===== src/rtl/logic_shift_exec_pkg.sv =====
// logic_shift_exec_pkg: op codes and FSM states shared by the logic/shift execute stage
package logic_shift_exec_pkg;
  localparam logic [2:0] OP_XOR  = 3'b000;
  localparam logic [2:0] OP_ANDN = 3'b001;
  localparam logic [2:0] OP_OR   = 3'b010;
  localparam logic [2:0] OP_AND  = 3'b011;
  localparam logic [2:0] OP_ROL  = 3'b100;
  localparam logic [2:0] OP_SLL  = 3'b101;
  localparam logic [2:0] OP_ROR  = 3'b110;
  localparam logic [2:0] OP_SRL  = 3'b111;
  typedef enum logic [1:0] {ST_IDLE = 2'b00, ST_SHIFT = 2'b01, ST_DONE = 2'b10} state_t;
endpackage


===== src/rtl/logic_shift_exec_if.sv =====
// logic_shift_exec_if: operand-in / result-out handshake bundle of the execute stage
interface logic_shift_exec_if;
  logic        in_valid;
  logic        in_ready;
  logic [2:0]  op;
  logic [15:0] A;
  logic [15:0] B;
  logic        out_valid;
  logic        out_ready;
  logic [15:0] Out;
  logic        zero;
  modport master (output in_valid, op, A, B, out_ready, input in_ready, out_valid, Out, zero);
  modport slave  (input in_valid, op, A, B, out_ready, output in_ready, out_valid, Out, zero);
endinterface


===== src/rtl/shift1_16bit.sv =====
// shift1_16bit: single-bit rotate/shift step in the direction selected by the op code
module shift1_16bit
  import logic_shift_exec_pkg::*;
(
  input  logic [2:0]  i_op,
  input  logic [15:0] i_d,
  output logic [15:0] o_q
);
  always_comb
    o_q = i_op == OP_ROL ? {i_d[14:0], i_d[15]} :
          i_op == OP_SLL ? {i_d[14:0], 1'b0} :
          i_op == OP_ROR ? {i_d[0], i_d[15:1]} :
                           {1'b0, i_d[15:1]};
endmodule


===== src/rtl/xor_16bit.sv =====
// xor_16bit: 16-bit bitwise exclusive-or
module xor_16bit (
  input  logic [15:0] i_a,
  input  logic [15:0] i_b,
  output logic [15:0] o_y
);
  assign o_y = i_a ^ i_b;
endmodule


===== src/rtl/logic_shift_exec.sv =====
// logic_shift_exec: one-cycle logic ops and bit-serial rotates/shifts with a registered result
module logic_shift_exec
  import logic_shift_exec_pkg::*;
#(
  parameter int WIDTH = 16
) (
  input logic              clk,
  input logic              rst,
  logic_shift_exec_if.slave bus
);
  state_t           r_state, w_next;
  logic [WIDTH-1:0] r_work, r_out, w_xor, w_logic, w_first, w_step;
  logic [3:0]       r_cnt;
  logic [2:0]       r_op;
  logic             r_zero, w_accept, w_direct;
  xor_16bit u_xor (.i_a(bus.A), .i_b(bus.B), .o_y(w_xor));
  shift1_16bit u_shift (.i_op(r_op), .i_d(r_work), .o_q(w_step));
  assign w_accept = bus.in_valid & bus.in_ready;
  // a zero-count shift is just a pass-through and finishes like a logic op
  assign w_direct = ~bus.op[2] | (bus.B[3:0] == 4'd0);
  always_comb begin
    w_logic = bus.op == OP_XOR  ? w_xor :
              bus.op == OP_ANDN ? bus.A & ~bus.B :
              bus.op == OP_OR   ? bus.A | bus.B :
                                  bus.A & bus.B;
    w_first = bus.op[2] ? bus.A : w_logic;
  end
  always_ff @(posedge clk)
    r_state <= !rst ? ST_IDLE : w_next;
  always_comb begin
    w_next = ST_IDLE;
    case (r_state)
      ST_IDLE:  w_next = w_accept ? (w_direct ? ST_DONE : ST_SHIFT) : ST_IDLE;
      ST_SHIFT: w_next = r_cnt == 4'd1 ? ST_DONE : ST_SHIFT;
      ST_DONE:  w_next = bus.out_ready ? ST_IDLE : ST_DONE;
      default:  w_next = ST_IDLE;
    endcase
  end
  always_comb begin
    bus.in_ready  = r_state == ST_IDLE;
    bus.out_valid = r_state == ST_DONE;
    bus.Out       = r_out;
    bus.zero      = r_zero;
  end
  always_ff @(posedge clk) begin
    if (!rst) begin
      r_work <= '0;
      r_cnt  <= 4'd0;
      r_op   <= OP_XOR;
      r_out  <= '0;
      r_zero <= 1'b0;
    end else if (w_accept) begin
      r_work <= bus.A;
      r_cnt  <= bus.B[3:0];
      r_op   <= bus.op;
      if (w_direct) begin
        r_out  <= w_first;
        r_zero <= w_first == '0;
      end
    end else if (r_state == ST_SHIFT) begin
      r_work <= w_step;
      r_cnt  <= r_cnt - 4'd1;
      if (r_cnt == 4'd1) begin
        r_out  <= w_step;
        r_zero <= w_step == '0;
      end
    end
  end
endmodule

===== src/flat_wrapper.sv =====
// flat-port wrapper written by rule: the top's interface ports become plain ports
module logic_shift_exec_flat import logic_shift_exec_pkg::*;
#(
  parameter int WIDTH = 16
)
  (clk, rst, bus_in_valid, bus_op, bus_A, bus_B, bus_out_ready, bus_in_ready, bus_out_valid, bus_Out, bus_zero);
  logic_shift_exec_if bus_i ();
  input logic clk;
  input logic rst;
  input wire logic [$bits(bus_i.in_valid)-1:0] bus_in_valid;
  input wire logic [$bits(bus_i.op)-1:0] bus_op;
  input wire logic [$bits(bus_i.A)-1:0] bus_A;
  input wire logic [$bits(bus_i.B)-1:0] bus_B;
  input wire logic [$bits(bus_i.out_ready)-1:0] bus_out_ready;
  output wire logic [$bits(bus_i.in_ready)-1:0] bus_in_ready;
  output wire logic [$bits(bus_i.out_valid)-1:0] bus_out_valid;
  output wire logic [$bits(bus_i.Out)-1:0] bus_Out;
  output wire logic [$bits(bus_i.zero)-1:0] bus_zero;
  assign bus_i.in_valid = bus_in_valid;
  assign bus_i.op = bus_op;
  assign bus_i.A = bus_A;
  assign bus_i.B = bus_B;
  assign bus_i.out_ready = bus_out_ready;
  assign bus_in_ready = bus_i.in_ready;
  assign bus_out_valid = bus_i.out_valid;
  assign bus_Out = bus_i.Out;
  assign bus_zero = bus_i.zero;
  logic_shift_exec #(.WIDTH(WIDTH)) u_core (.clk(clk), .rst(rst), .bus(bus_i));
endmodule

===== config.mk =====
export PLATFORM = sky130hd
export DESIGN_NAME = logic_shift_exec_flat
export DESIGN_NICKNAME = d
export VERILOG_FILES = /design/src/rtl/logic_shift_exec_pkg.sv /design/src/rtl/logic_shift_exec_if.sv /design/src/rtl/shift1_16bit.sv /design/src/rtl/xor_16bit.sv /design/src/rtl/logic_shift_exec.sv /design/src/flat_wrapper.sv
export SDC_FILE = /design/constraint.sdc
export NUM_CORES = 1
export LEC_CHECK = 0
export CAP_MARGIN = 20
export CORE_MARGIN = 2
export CORE_UTILIZATION = 34
export CTS_BUF_LIST = sky130_fd_sc_hd__clkbuf_2 sky130_fd_sc_hd__clkbuf_4 sky130_fd_sc_hd__clkbuf_8
export CTS_CLUSTER_DIAMETER = 50
export DETAILED_ROUTE_END_ITERATION = 16
export SYNTH_ARGS = -nofsm -noshare
export SYNTH_HDL_FRONTEND = slang
export SYNTH_SLANG_ARGS = --single-unit

===== constraint.sdc =====
create_clock -name clk -period 3.3 [get_ports clk]
set_clock_uncertainty 0.1 [all_clocks]
set_input_delay 0.825 -clock clk [delete_from_list [all_inputs] [get_ports clk]]
set_output_delay 0.825 -clock clk [all_outputs]
set_load 0.01 [all_outputs]

# Yosys cells after proc, flatten, opt, wreduce, memory -nomap -nowiden
# Cells that the tools add are included.
[op_classes]
add_sub_neg = 1
n_eq_ne = 9
n_mux = 24
bitwise = 8
n_reduce_logical = 8
[op_table]
columns = ["cell", "n"]
rows = [
  ["16-bit two-way mux", 13],
  ["16-bit AND", 2],
  ["16-bit zero test", 2],
  ["16-bit inverter", 1],
  ["16-bit bitwise OR", 1],
  ["16-bit XOR", 1],
  ["3-bit == test, second input constant", 3],
  ["2-bit two-way mux", 4],
  ["4-bit two-way mux", 2],
  ["2-bit case mux with 3 select lines", 1],
  ["4-bit by 1-bit == test with 1-bit output, second input constant", 1],
  ["4-bit zero test", 1],
  ["1-bit two-way mux", 4],
  ["2-bit nonzero test", 2],
  ["4-bit by 1-bit subtractor with 4-bit output, second input constant", 1],
  ["3-bit by 1-bit == test with 1-bit output, second input constant", 1],
  ["3-bit by 2-bit == test with 1-bit output, second input constant", 1],
  ["3-bit zero test", 1],
  ["3-bit AND reduction", 1],
  ["2-bit by 1-bit == test with 1-bit output, second input constant", 1],
  ["2-bit == test, second input constant", 1],
  ["2-bit zero test", 1],
  ["2-bit != test, second input constant", 1],
  ["1-bit AND", 1],
  ["2 further kinds", 2],
]
[word_totals]
regBits = 42
input_bits = 39
out_inout_bits = 19
word_cells = 56

# Depth between registers and ports, before layout
[depth]
word_depth = 8
mapped_depth = 8
mapped_depth_nobuf = 8

# By module
# From an unflattened synthesis, not the netlist that was laid out.
[hier_totals]
hier_cells = 382
hier_area_um2 = 2917.8
[by_module_without_submodules]
columns = ["module", "n_inst", "cells_per_inst", "area_each_um2", "seq_area_each_um2"]
rows = [
  ["logic_shift_exec", 1, 345, 2507.4, 840.8],
  ["shift1_16bit", 1, 21, 270.3, 0.0],
  ["xor_16bit", 1, 16, 140.1, 0.0],
]

# Worst setup path before layout
# Ideal clock, no wire load.
[synth_timing]
path_kind = "input to register"
startpoint = "in bus_B[6]"
endpoint = "reg u_core.r_zero (netlist: u_core.bus.zero)"
setup_time_ns = 0.069
arrival_ns = 2.470
t_required_ns = 3.131
path_slack_ns = 0.661
stages = 7
cell_sequence = "inv_1 > ha_1 > mux4_2 > nor4_2 > a31oi_1 > or4_1 > o21ai_1"
[synth_via]
elab_chain_len = 8
[synth_rtl]
columns = ["element", "line", "source"]
rows = [
  ["start: declaration", "flat_wrapper.sv:13", "input wire logic [$bits(bus_i.B)-1:0] bus_B;"],
  ["16-bit AND, or another cell as far along", "logic_shift_exec.sv:25", "bus.A & bus.B;"],
  ["16-bit two-way mux or 16-bit AND (tied branches)", "logic_shift_exec.sv:24, logic_shift_exec.sv:23", ""],
  ["16-bit two-way mux", "logic_shift_exec.sv:23", "bus.op == OP_ANDN ? bus.A & ~bus.B :"],
  ["16-bit two-way mux *", "logic_shift_exec.sv:22", "w_logic = bus.op == OP_XOR ? w_xor :"],
  ["16-bit two-way mux *", "logic_shift_exec.sv:26", "w_first = bus.op[2] ? bus.A : w_logic;"],
  ["16-bit zero test *", "logic_shift_exec.sv:58", "r_zero <= w_first == '0;"],
  ["1-bit two-way mux *", "logic_shift_exec.sv:56", "if (w_direct) begin"],
  ["1-bit two-way mux *", "logic_shift_exec.sv:52", "end else if (w_accept) begin"],
  ["end signal: assignment", "logic_shift_exec.sv:51", "r_zero <= 1'b0;"],
  ["end signal: assignment", "logic_shift_exec.sv:58", ""],
  ["end signal: assignment", "logic_shift_exec.sv:65", "r_zero <= w_step == '0;"],
  ["end: declaration", "logic_shift_exec.sv:15", "logic r_zero, w_accept, w_direct;"],
]
# Mark *: on every way between the ends. The rest lies on a longest branch, timed or not. The select of a mux whose other input is x is not followed.
# A chain may end at the register's enable or synchronous reset.

# Worst setup path in the final report
# Ends and elaborated chain as after synthesis.

==> reports/qor.yml <==
synthesis:
  synth-edff-count: 0
  synth.largest_area_cell: "dfxtp_1"
  synth_ff_type: "dfxtp_1"
  syn_area_um2: 3545
  synthXorXnorAreaFrac_pct: 0
  synthDistinctLibCells: 40
  syn_avg_cell_area_um2: 8.480
  synthAdderAreaFrac_pct: 17.65
  yosysSeqAreaShare_pct: 23.72
  synthCells: 418
  yosys.area.top_type_share_pct: 23.72
  synth_top_family_by_area: "multiplexers"
  syn_nets: 507
  synth_compound_area_share_pct: 15.11
  ys_top_cells_by_area: "dfxtp_1, ha_1, mux4_2"
  synth-simple-area-share_pct: 16.34
  async_flop_share_pct: 0
  synth.area.mux_share_pct: 18.25
  synth-seq-cells: 42
  yosys_warnings: 0
critical_path:
  rr_endpoint: "u_core.r_work[9]"
  r2r_cells: 6
  cp_slowest_cell: "clkdlybuf4s50_1"
  crit_buf_inv: 2
  setup.worst_path.end_class: "flop"
  critPathMaxFanout: 2
  cp.arrival_ps: 3120
  critPathKind: "input port to flop"
  cp-start-kind: "input port"
  required_ps: 3440
  r2r_start: "u_core.r_op[1]"
  rrSetupSlack_ps: 1130
  cp_top_family: "simple AND/OR/NAND/NOR gates"
  slowest_delay_ps: 480
  path_cells: "clkdlybuf4s50_1 -> inv_1 -> ha_1 -> mux4_2 -> nor4_2 -> a31oi_1 -> or4_1 -> o21ai_1"
placement:
  place.gp.congestion: 0.9183
  dpl_cell_area_um2: 4474
  hpwl_um: 7480
  port_buffers: 57
hold_path:
  hold_end: "u_core.bus.Out[7]"
  hp-start: "u_core.bus.Out[7]"
  holdPathStages: 2
  min_path_type: "flop to flop"
global_route:
  grt_max_degree: 46
  grt_pass1_wl_um: 15940
  grt_remaining_overflow: 0
  grt_usage_pct: 17.54
  grt_antenna_before_repair: 0
  grt_pass1_vias: 3262
sta:
  timing.hold.ws_ps: 355.8
  hold_viol_final: 0
  fmax_ghz: 0.3361
  layout_min_cycle_time_ps: 2975
  setup_viol: 0
  tightest_slew_ps: 699.1
  grt_setup_unrepaired: "false"
  final.period_utilization_pct: 90.16
  max_slew_margin_pct: 53.39
  tns_ps: 0
  drv_slew: 0
drt:
  drt_pass1_iterations: 5
  dr_wl_met2_um: 4504
  wl_met3_um: 474
  wire_per_inst_um: 15.20
  ant_nets: 0
  drt-total-wl_um: 9544
  via_per_inst: 5.188
  vias: 3258
  route.top_layer_used: "met4"
  drt-met1-wl_um: 4484
  drc_errors: 0
  drtIter0Drc: 212
floorplanning:
  core_region_area_um2: 10230
  rows: 37
  dieArea_um2: 11260
  ios: 58
  fp.dieW_um: 106.1
  die_h_um: 106.1
  initial_core_util_pct: 34.65
clock_tree:
  clock_path_buffers: 2
  ctsResizeCount: 0
  cts_tree: "yes"
  cts-htree-levels: 2
  clock_latency_ps: 300
  clockRootBuffer: "clkbuf_8"
  clock-sinks: 42
  cts_hold_buf: 0
  path_clk_slew_ps: 90
  cts_made_buffers: 5
  post-cts-setup-buffers: 0
final_layout:
  finalInstanceArea_um2: 4564
  syn2layout_area_growth_pct: 28.77
  diodes: 0
  final_layout_size_suffix_gt1_share_pct: 12.60
  fill_cells: 1012
  fin_nets: 580
  utilization_pct: 44.61
pwr:
  leakagePower_uw: 0.002074
  power_density_nw_per_um2: 317.3
  peakVddDrop_v: 0.0001823
run_status:
  status: "finished clean"
run:
  cap_violations: 0
tightest hold or removal path, stage by stage, from the launching register on:
cell	delay, ps
dfxtp_1	320
nand2_1	50
a21oi_1	50
logic make-up (layout without fill, tap and decap cells):
logic type / after synthesis / after routing
flip-flops: 42 / 42
multiplexers: 44 / 44
adder cells (fa/ha/maj): 50 / 50
AND/OR/NAND/NOR: 128 / 128
AO/OA/AOI/OAI: 77 / 77
buffers and inverters: 77 / 151
where the power goes:
part	internal, uW	leakage [uW]	switching (uW)	total [uW]
Clock	149	0.0000441	191	339
Combinational	260	0.00169	262	522
Sequential	548	0.000344	38.5	586
how the worst max path moves through the flow:
stage | depth (start not counted) | end | slack [ps] | startpoint
finish | 8 | u_core.bus.zero | 320 | bus_B[6]
global route | 8 | u_core.bus.zero | 170 | bus_A[6]
CTS | 8 | u_core.bus.zero | 330 | bus_B[6]
detailed placement | 8 | u_core.bus.zero | 20 | bus_B[7]
global placement | 8 | u_core.bus.zero | 60 | bus_B[6]
floorplan | 7 | u_core.bus.zero | 660 | bus_B[6]
cell usage in the layout, fill, tap and decap left out, drive strengths merged, types with 4 or more instances in the layout:
master,n
o211a,4
clkdlybuf4s50,57
mux2i,26
a22oi,4
o211ai,6
clkbuf,5
a21oi,27
nor4,11
nand2b,4
nand3,8
nor2,52
a211o,4
a211oi,5
ha,50
dfxtp,42
nand2,38
o21ai,5
mux4,16
a221oi,16
inv,52
buf,34
cell type report:
cell class	count	area, um2	area share [%]
Multi-Input combinational cell	299	2392	52.41
Clock buffer	5	68.82	1.508
Inverter	52	195.2	4.276
Tap cell	136	170.2	3.728
Sequential cell	42	840.8	18.42
Timing Repair Buffer	91	875.8	19.19
Clock inverter	3	21.27	0.4660
registers in the layout, summed over array words and instances (netlist names):
register / count
u_core.r_state: 2
u_core.r_op: 3
u_core.r_work: 16
u_core.bus.Out: 16
u_core.bus.zero: 1
u_core.r_cnt: 4
layer usage:
metal | track usage [%] | vias to the layer above
li1 | - | 1611
met1 | 24.00 | 1546
met2 | 29.67 | 95
met3 | 2.146 | 6
met4 | 3.665 | 0
met5 | 0 | -
through the flow:
step	setup slack, ps	cells	power (uW)
after floorplan	660.9	418	894.8
after global placement	60.14	620	1107
after detailed placement	18.60	620	1119
after CTS	334.0	628	1456
after global routing	169.9	628	1539
final	324.6	628	1448
cells in the mapped netlist (5+ instances only):
library cell,instances
ha_1,50
nand3_1,8
o211ai_1,6
clkbuf_1,16
nand2_1,38
mux4_2,15
mux2i_1,26
nor2_1,52
a211oi_1,5
a21oi_1,27
inv_1,52
nor4_1,10
a221oi_1,16
dfxtp_1,42
Note: power is estimated with default switching activity, not from simulation.
